<file path="src/rtl/dt1_muldiv_pkg.sv">
// dt1 execute-stage shared encodings: M-extension funct3 codes,
// muldiv FSM states and ALU control codes.
package dt1_muldiv_pkg;

  typedef enum logic [2:0] {
    MD_MUL    = 3'b000,
    MD_MULH   = 3'b001,
    MD_MULHSU = 3'b010,
    MD_MULHU  = 3'b011,
    MD_DIV    = 3'b100,
    MD_DIVU   = 3'b101,
    MD_REM    = 3'b110,
    MD_REMU   = 3'b111
  } md_op_e;

  typedef enum logic [1:0] {
    S_IDLE = 2'd0,
    S_CALC = 2'd1,
    S_FIN  = 2'd2
  } md_state_e;

  typedef enum logic [3:0] {
    ALU_ADD  = 4'd0,
    ALU_SUB  = 4'd1,
    ALU_SLL  = 4'd2,
    ALU_SLT  = 4'd3,
    ALU_SLTU = 4'd4,
    ALU_XOR  = 4'd5,
    ALU_SRL  = 4'd6,
    ALU_SRA  = 4'd7,
    ALU_OR   = 4'd8,
    ALU_AND  = 4'd9
  } alu_op_e;

  function automatic logic op_sgn_a(input md_op_e op);
    return op inside {MD_MULH, MD_MULHSU, MD_DIV, MD_REM};
  endfunction

  function automatic logic op_sgn_b(input md_op_e op);
    return op inside {MD_MULH, MD_DIV, MD_REM};
  endfunction

endpackage

</file>
<file path="src/rtl/dt1_muldiv_step.sv">
// One radix-2 iteration: shift-add multiply or restoring divide.
// acc = {hi, lo}; mul: hi=partial product, lo=multiplier; div: hi=rem, lo=quot.
module dt1_muldiv_step
  import dt1_muldiv_pkg::*;
#(
  parameter int WIDTH = 32
) (
  input  logic                 i_div,
  input  logic [2*WIDTH-1:0]   i_acc,
  input  logic [WIDTH-1:0]     i_opnd,
  output logic [2*WIDTH-1:0]   o_acc
);

  logic [WIDTH-1:0] w_hi;
  logic [WIDTH-1:0] w_lo;
  logic [WIDTH:0]   w_sum;
  logic [WIDTH:0]   w_shl;
  logic [WIDTH:0]   w_diff;

  assign w_hi   = i_acc[2*WIDTH-1:WIDTH];
  assign w_lo   = i_acc[WIDTH-1:0];
  assign w_sum  = {1'b0, w_hi} + (w_lo[0] ? {1'b0, i_opnd} : '0);
  assign w_shl  = {w_hi, w_lo[WIDTH-1]};
  assign w_diff = w_shl - {1'b0, i_opnd};

  always_comb begin
    o_acc = {w_sum, w_lo[WIDTH-1:1]};
    if (i_div) begin
      // borrow out of the trial subtract means restore
      if (w_diff[WIDTH])
        o_acc = {w_shl[WIDTH-1:0], w_lo[WIDTH-2:0], 1'b0};
      else
        o_acc = {w_diff[WIDTH-1:0], w_lo[WIDTH-2:0], 1'b1};
    end
  end

endmodule

</file>
<file path="src/rtl/dt1_muldiv.sv">
// dt1 RV32M iterative multiply/divide unit: start/busy/done handshake,
// magnitude arithmetic with a final sign fix-up.
module dt1_muldiv
  import dt1_muldiv_pkg::*;
#(
  parameter int WIDTH = 32
) (
  input  logic             clk,
  input  logic             reset,
  input  logic             start,
  input  logic             kill,
  input  logic [2:0]       op,
  input  logic [WIDTH-1:0] a,
  input  logic [WIDTH-1:0] b,
  output logic             busy,
  output logic             done,
  output logic [WIDTH-1:0] y
);

  localparam int CW = $clog2(WIDTH + 1);

  md_state_e          r_state;
  md_state_e          w_state_nxt;
  logic [CW-1:0]      r_cnt;
  md_op_e             r_op;
  logic [2*WIDTH-1:0] r_acc;
  logic [WIDTH-1:0]   r_opnd;
  logic               r_neg_res;
  logic               r_neg_rem;
  logic [WIDTH-1:0]   r_y;

  md_op_e             w_op;
  logic               w_an;
  logic               w_bn;
  logic [WIDTH-1:0]   w_ma;
  logic [WIDTH-1:0]   w_mb;
  logic [WIDTH-1:0]   w_min;
  logic               w_b_zero;
  logic               w_ovf;
  logic               w_special;
  logic [WIDTH-1:0]   w_spec_y;
  logic               w_accept;
  logic               w_last;
  logic               w_y_calc;
  logic [2*WIDTH-1:0] w_acc_nxt;
  logic [2*WIDTH-1:0] w_prod;
  logic [WIDTH-1:0]   w_lo;
  logic [WIDTH-1:0]   w_hi;
  logic [WIDTH-1:0]   w_res;

  assign w_op     = md_op_e'(op);
  assign w_an     = op_sgn_a(w_op) & a[WIDTH-1];
  assign w_bn     = op_sgn_b(w_op) & b[WIDTH-1];
  assign w_ma     = w_an ? -a : a;
  assign w_mb     = w_bn ? -b : b;
  assign w_min    = {1'b1, {(WIDTH-1){1'b0}}};
  assign w_b_zero = (b == '0);
  assign w_ovf    = (w_op == MD_DIV || w_op == MD_REM)
                  && a == w_min && b == '1;
  assign w_special = op[2] && (w_b_zero || w_ovf);

  always_comb begin
    w_spec_y = '0;
    if (w_b_zero)
      w_spec_y = op[1] ? a : '1;
    else
      w_spec_y = op[1] ? '0 : w_min;
  end

  assign w_accept = start && !kill && r_state != S_CALC;
  assign w_last   = (r_cnt == CW'(WIDTH - 1));
  assign w_y_calc = r_state == S_CALC && w_last && !kill;

  dt1_muldiv_step #(.WIDTH(WIDTH)) u_step (
    .i_div  (r_op[2]),
    .i_acc  (r_acc),
    .i_opnd (r_opnd),
    .o_acc  (w_acc_nxt)
  );

  assign w_prod = r_neg_res ? -w_acc_nxt : w_acc_nxt;
  assign w_lo   = w_acc_nxt[WIDTH-1:0];
  assign w_hi   = w_acc_nxt[2*WIDTH-1:WIDTH];

  always_comb begin
    w_res = '0;
    unique case (1'b1)
      !r_op[2] && r_op[1:0] == 2'b00:
        w_res = w_prod[WIDTH-1:0];
      !r_op[2] && r_op[1:0] != 2'b00:
        w_res = w_prod[2*WIDTH-1:WIDTH];
      r_op[2] && !r_op[1]:
        w_res = r_neg_res ? -w_lo : w_lo;
      r_op[2] && r_op[1]:
        w_res = r_neg_rem ? -w_hi : w_hi;
      default: w_res = '0;
    endcase
  end

  always_comb begin
    w_state_nxt = r_state;
    unique case (r_state)
      S_IDLE, S_FIN: begin
        w_state_nxt = S_IDLE;
        if (w_accept)
          w_state_nxt = w_special ? S_FIN : S_CALC;
      end
      S_CALC:
        if (w_last) w_state_nxt = S_FIN;
      default: w_state_nxt = S_IDLE;
    endcase
    if (kill) w_state_nxt = S_IDLE;
  end

  always_ff @(posedge clk) begin
    if (reset) begin
      r_state   <= S_IDLE;
      r_cnt     <= '0;
      r_op      <= MD_MUL;
      r_acc     <= '0;
      r_opnd    <= '0;
      r_neg_res <= 1'b0;
      r_neg_rem <= 1'b0;
      r_y       <= '0;
    end else begin
      r_state <= w_state_nxt;
      if (w_accept) begin
        r_op      <= w_op;
        r_cnt     <= '0;
        r_acc     <= {{WIDTH{1'b0}}, w_ma};
        r_opnd    <= w_mb;
        r_neg_res <= w_an ^ w_bn;
        r_neg_rem <= w_an;
        if (w_special) r_y <= w_spec_y;
      end else if (r_state == S_CALC && !kill) begin
        r_acc <= w_acc_nxt;
        r_cnt <= r_cnt + CW'(1);
        if (w_y_calc) r_y <= w_res;
      end
    end
  end

  assign busy = (r_state == S_CALC);
  assign done = (r_state == S_FIN);
  assign y    = r_y;

endmodule
</file>
<file path="config.mk">
export PLATFORM = sky130hd
export DESIGN_NAME = dt1_muldiv
export DESIGN_NICKNAME = d
export VERILOG_FILES = /design/src/rtl/dt1_muldiv_pkg.sv /design/src/rtl/dt1_muldiv_step.sv /design/src/rtl/dt1_muldiv.sv
export SDC_FILE = /design/constraint.sdc
export NUM_CORES = 1
export LEC_CHECK = 0
export ABC_AREA = 0
export CAP_MARGIN = 30
export CORE_MARGIN = 3
export CORE_UTILIZATION = 50
export CTS_CLUSTER_SIZE = 25
export DETAILED_ROUTE_END_ITERATION = 8
export GPL_TIMING_DRIVEN = 0
export PLACE_DENSITY = 0.67
export SETUP_SLACK_MARGIN = 0.2
export SLEW_MARGIN = 0
export SYNTH_ARGS = -nofsm -noshare
export SYNTH_HDL_FRONTEND = slang
export SYNTH_SLANG_ARGS = --single-unit
</file>
<file path="constraint.sdc">
create_clock -name clk -period 7.32 [get_ports clk]
set_input_delay 0.732 -clock clk [delete_from_list [all_inputs] [get_ports clk]]
set_output_delay 0.732 -clock clk [all_outputs]
set_load 0.005 [all_outputs]
</file>
==> metrics.yaml, run 1 <==
status: "completed"
syn_inst: 2181
busiest_layer: "met2"
power_mw: 2.68
grt_antenna_before_repair: 4
synthFlopType: "dfxtp_1"
hold_depth: 2
synthTopCellsByArea: "dfxtp_1 (18%), nor2_1 (5.9%), a21oi_1 (5.8%)"
finalCritPeriodShare_pct: 94.4
most-common-layout-cells: "nor2_1 (245), nand2_1 (203), a21oi_1 (178)"
drv_slew: 0
reg2regPathDepth: 19
use_met3_pct: 13.9
peakVddDrop_mv: 0.180
critPathLaunchType: "flop"
io_pins: 105
ant_nets: 0
synth_top_area_share_pct: 18.1
max_clock_freq_mhz: 145
cts.sink_count: 141
powerDensity_mw_per_mm2: 152
synth_cell_types: 106
clk_pin_slew_ps: 70
rsz0062_at_grt: "no"
cts_resized: 1
crit_arrival_ps: 7220
htree_levels: 4
core_sq_mm: 0.0302
hold_slack_ps: 459
root_buffer: "clkbuf_16"
crit_fanout: 10
nets: 2452
via_per_inst: 6.92
drt_iter0_markers: 2964
routed_wl_um: 72800
p_leak_nw: 6.46
syn-cell-area_sq_mm: 0.0156
areaGrowthSynthToFinish_pct: 13.8
cp.required_ps: 7630
cp-end-kind: "flop"
async_flop_share_pct: 0
synth_edf_count: 0
die_x_um: 182
fp.dieH_um: 182
grt_util_met1_pct: 56.7
finalSetupViolations: 0
use_met2_pct: 61.9
relSlewSlack_pct: 22.9
drive_gt1_share_pct: 5.47
num_vias: 18800
finalCriticalPeriod_ps: 6910
grt_remaining_overflow: 0
synth_seq_cells: 141
routabilityCongestion: 1.05
n_antenna_cell: 0
skew_ps: 12.1
initial_core_util_pct: 51.6
clk_latency_ps: 460
syn_nets: 2324
num_rows: 63
path_class: "reg2reg"
min_path_type: "reg2reg"
ys_warn_count: 0
hold_violations: 0
cts_setup_buffers: 0
grt_pass1_vias: 17400
grt_max_degree: 17
drc: 0
grt_pass1_wl_um: 107000
dr.pass1.iters: 6
grtUsageTotal_pct: 42.2
avgSynthCellArea_sq_um: 7.14
synth_top_area_cell: "dfxtp_1"
wl_per_cell_um: 26.9
cts_hold_buffers: 0
mostFrequentLayoutCell: "nor2_1"
cts.path.max_buffers: 2
ys_seq_area_share_pct: 18.1
io_buffers: 102
tightest_slew_ps: 1160
cts_tree: "done"
dieArea_sq_mm: 0.0333
numCtsBuffers: 17
drv_cap: 0
hpwl_um: 58200
-- final cells by class --
type	count	area [sq um]
plain buffers	145	634
fillers	2869	12500
repair buffers	109	1090
inverters	73	274
clock buffers	18	429
multi-input cells	1822	11900
clock inverters	14	124
well taps	390	488
flip-flops and latches	141	2820
-- report_power, final --
part	leakage, nW	internal, mW	total [mW]	switching, mW
Clock	0.268	0.446	0.867	0.420
Sequential	1.15	0.798	0.846	0.0473
Combinational	5.04	0.325	0.973	0.648
-- sequential cells by signal (all words and copies together) (netlist names) --
signal     flops
r_acc         64
r_state        2
y             32
r_opnd        32
r_op           3
r_cnt          6
r_neg_res      1
r_neg_rem      1
-- per-layer routing --
layer / wire length, um / up-vias
li1: - / 8289
met1: 29000 / 8830
met2: 29800 / 1362
met3: 10400 / 278
met4: 3600 / 6
met5: 36 / -
-- metrics by stage --
stage	instance area [sq um]	cells	util [%]	setup slack, ps	TNS, ps
2_1_floorplan	15600	2181	-	2240	0
3_3_place_gp	17100	2673	56.6	-491	-2610
3_5_place_dp	17100	2679	56.8	-3.54	-3.54
4_1_cts	17700	2711	58.6	252	0
5_1_grt	17700	2712	58.7	361	0
6_report	17700	2712	58.7	413	0
-- path summary, 6_finish.rpt --
path	startpoint	endpoint	slack, ps
max	r_op[2]$_SDFFE_PP0P_	y[6]$_SDFFE_PP0P_	410
min	y[11]$_SDFFE_PP0P_	y[11]$_SDFFE_PP0P_	460
max reg2reg	r_op[2]$_SDFFE_PP0P_	y[6]$_SDFFE_PP0P_	410
min reg2reg	y[11]$_SDFFE_PP0P_	y[11]$_SDFFE_PP0P_	460
-- Yosys cell counts (7+ instances only) --
cell and number:
o21ai_0 152, clkbuf_1 102, o41ai_1 10, a31oi_1 19
nor2_1 245, o21a_1 18, inv_1 70, a22oi_1 7
a311oi_1 17, a21boi_0 7, and2_1 55, nand3_1 46
a21oi_1 179, o31ai_1 25, or3_1 29, buf_2 14
or2_2 8, nand2_1 203, or4_1 7, nor2b_1 17
a211oi_1 88, ha_1 70, a211o_1 12, o21bai_1 8
buf_1 20, a221oi_1 20, o211ai_1 28, xor2_1 74
o21ai_1 9, buf_6 7, dfxtp_1 141, xnor2_1 86
mux2i_1 40, a21o_1 39, nand4_1 36, nor4_1 22
a221o_1 8, nand3b_1 7, nor3_1 59, nand2b_1 25
nor3b_1 10, and3_1 14
-- critical path, stage by stage (launching register included) --
cell	delay (ps)
dfxtp_1	310
clkbuf_1	420
clkbuf_1	450
clkbuf_2	420
clkbuf_2	370
buf_1	480
buf_2	490
clkbuf_2	360
mux2i_1	370
ha_1	280
o211ai_1	160
nor2_1	330
nand2_1	160
or3_1	320
clkbuf_1	260
clkbuf_1	410
o21ai_0	310
xor2_1	100
a221oi_1	560
o21ai_0	180
-- cell families (layout without fill, tap and decap cells) --
group / count (synthesis) / after routing / share of synthesized area, %
muxes: 44 / 44 / 2.88
and+or+nand+nor: 818 / 818 / 26.1
xor gates and xnor gates: 160 / 160 / 9.00
buffers and inverters: 218 / 359 / 5.80
DFF: 141 / 141 / 18.1
AOI/OAI and AO/OA: 728 / 728 / 32.2
adders and majority gates: 72 / 72 / 5.88
No activity file was read; power rests on OpenSTA's default activity.
==> inputs of run 2 (changes only) <==
--- a/config.mk
+++ b/config.mk
@@ -7,12 +7,14 @@
 export LEC_CHECK = 0
 export ABC_AREA = 0
 export CAP_MARGIN = 30
+export CELL_PAD_IN_SITES_DETAIL_PLACEMENT = 1
+export CELL_PAD_IN_SITES_GLOBAL_PLACEMENT = 1
 export CORE_MARGIN = 3
-export CORE_UTILIZATION = 50
+export CORE_UTILIZATION = 45
 export CTS_CLUSTER_SIZE = 25
 export DETAILED_ROUTE_END_ITERATION = 8
 export GPL_TIMING_DRIVEN = 0
-export PLACE_DENSITY = 0.67
+export PLACE_DENSITY = 0.81
 export SETUP_SLACK_MARGIN = 0.2
 export SLEW_MARGIN = 0
 export SYNTH_ARGS = -nofsm -noshare
==> run 2 against run 1 <==
  * Largest cell class unchanged
  * Sequential share of layout area shrank 0.090 points
  * Critical path depth did not move
  * Global-route usage is 0.77 points higher
  * Critical endpoint is now y[10]$_SDFFE_PP0P_
  * Maximum frequency is 1.5% lower
  * Via count is 1.8% higher
  * Combinational power is 2.3% higher
  * Largest power group unchanged
  * Utilization decreased by 5.9 points
==> metrics.yaml, run 2 (same netlist as run 1, synthesis figures left out) <==
status: "completed"
grt_antenna_before_repair: 5  # +1
drt_iter0_markers: 2578  # -13%
areaGrowthSynthToFinish_pct: 14.4
cts_hold_buffers: 0  # unchanged
die_x_um: 192  # +5.2%
hold_slack_ps: 460  # +1.10 ps
num_vias: 19100  # +1.8%
ant_nets: 0  # unchanged
grt_remaining_overflow: 0  # unchanged
routed_wl_um: 80600  # +11%
nets: 2453  # +0.041%
peakVddDrop_mv: 0.196  # +8.8%
cts.sink_count: 141  # unchanged
largest_reg_flops: 64  # unchanged
cts.path.max_buffers: 2  # unchanged
htree_levels: 4  # unchanged
tightest_slew_ps: 1160  # +3.07 ps
fp.dieH_um: 192  # +5.2%
max_clock_freq_mhz: 143  # -1.5%
io_pins: 105  # unchanged
core_sq_mm: 0.0338  # +12%
grt_max_degree: 17  # unchanged
grt_pass1_wl_um: 119000  # +11%
rsz0062_at_grt: "no"
via_per_inst: 6.89  # -0.36%
wl_met3_um: 9420  # -9.3%
regMostFlops: "r_acc"
finalCritPeriodShare_pct: 95.8  # +1.5 points
finalCriticalPeriod_ps: 7010  # +107 ps
io_buffers: 102  # unchanged
hpwl_um: 64600  # +11%
drc: 0  # unchanged
most-common-layout-cells: "nor2_1 (245), nand2_1 (203), a21oi_1 (179)"
place_area_sq_mm: 0.0172  # +0.36%
drv_cap: 0  # unchanged
dieArea_sq_mm: 0.0369  # +11%
cts_setup_buffers: 0  # unchanged
dr.max_layer_used: "met5"
cp-end-kind: "flop"
power_mw: 2.77  # +3.1%
wl_per_cell_um: 29.1  # +8.3%
cts_tree: "done"
p_leak_nw: 6.48  # +0.25%
root_buffer: "clkbuf_16"
path_class: "reg2reg"
crit_arrival_ps: 7320  # +100 ps
grt_pass1_vias: 19000  # +9.6%
mostFrequentLayoutCell: "nor2_1"
hold_violations: 0  # unchanged
num_rows: 67  # +6.3%
min_path_type: "reg2reg"
wl_met1_um: 32400  # +12%
clk_pin_slew_ps: 80  # about the same
crit_fanout: 10  # unchanged
grtUsageTotal_pct: 43.0  # +0.77 points
drv_slew: 0  # unchanged
relSlewSlack_pct: 22.5  # -0.37 points
wl_met2_um: 34600  # +16%
fin_area_sq_mm: 0.0178  # +0.57%
powerDensity_mw_per_mm2: 155  # +2.5%
dr.pass1.iters: 5  # -1
cp.required_ps: 7630  # about the same
drive_gt1_share_pct: 5.55  # +0.084 points
finalSetupViolations: 0  # unchanged
critPathLaunchType: "flop"
clk_latency_ps: 470  # about the same
initial_core_util_pct: 46.1  # -5.5 points
numCtsBuffers: 17  # unchanged
routabilityCongestion: 1.04  # -0.78%
reg2reg_slack_ps: 310  # -110 ps
skew_ps: 14.5  # +2.41 ps
==> run 2: worst max-delay path, stage by stage (launching register included) <==
cell             delay, ps
dfxtp_1                340
clkbuf_1               420
clkbuf_1               470
buf_2                  390
clkbuf_2               350
clkdlybuf4s15_2        570
buf_2                  450
clkbuf_2               370
mux2i_1                360
ha_1                   250
o211ai_1               150
nor2_1                 370
nand2_1                200
or3_1                  330
clkbuf_1               240
clkbuf_1               360
o21ai_0                300
xor2_1                 100
a221oi_1               580
o21ai_0                210
==> run 2: worst paths after layout <==
| check | from | endpoint | depth (start not counted) |
|---|---|---|---|
| setup / recovery | r_op[2]$_SDFFE_PP0P_ | y[10]$_SDFFE_PP0P_ | 19 |
| hold / removal | y[4]$_SDFFE_PP0P_ | y[4]$_SDFFE_PP0P_ | 2 |
| setup reg to reg | r_op[2]$_SDFFE_PP0P_ | y[10]$_SDFFE_PP0P_ | 19 |
| hold reg to reg | y[4]$_SDFFE_PP0P_ | y[4]$_SDFFE_PP0P_ | 2 |
==> run 2: routing by layer <==
| layer | track usage [%] | vias up |
|---|---|---|
| li1 | - | 8303 |
| met1 | 55.8 | 9333 |
| met2 | 66.1 | 1163 |
| met3 | 11.9 | 309 |
| met4 | 19.6 | 4 |
| met5 | 0 | - |
==> run 2: power by group <==
group	leakage, nW	total, mW	internal [mW]	switching, mW
Combinational	5.05	0.995	0.325	0.669
Clock	0.283	0.925	0.490	0.436
Sequential	1.15	0.847	0.798	0.0488
==> run 2: cell type report <==
type	count	area, sq um
clock inverters	14	143
clock buffers	18	439
fillers	4347	16000
plain buffers	145	642
multi-input cells	1822	11800
repair buffers	110	1080
flip-flops and latches	141	2820
diodes	1	2.50
well taps	448	561
inverters	73	274
==> run 2: timing repair <==
action | CTS | global route
endpoints found under the setup margin | 16 | 6
gates resized for setup | 5 | 2
endpoints found under the hold margin | 0 | 0
==> run 2: metrics by stage <==
stage               setup TNS [ps]  utilization, %  setup WS (ps)  cells
global placement             -1640            50.8           -331   2731
CTS                              0            52.7            384   2769
global route                     0            52.7            211   2771
finish                           0            52.7            306   2772
floorplan                        0               -           2240   2181
detailed placement           -2440            50.9           -462   2737
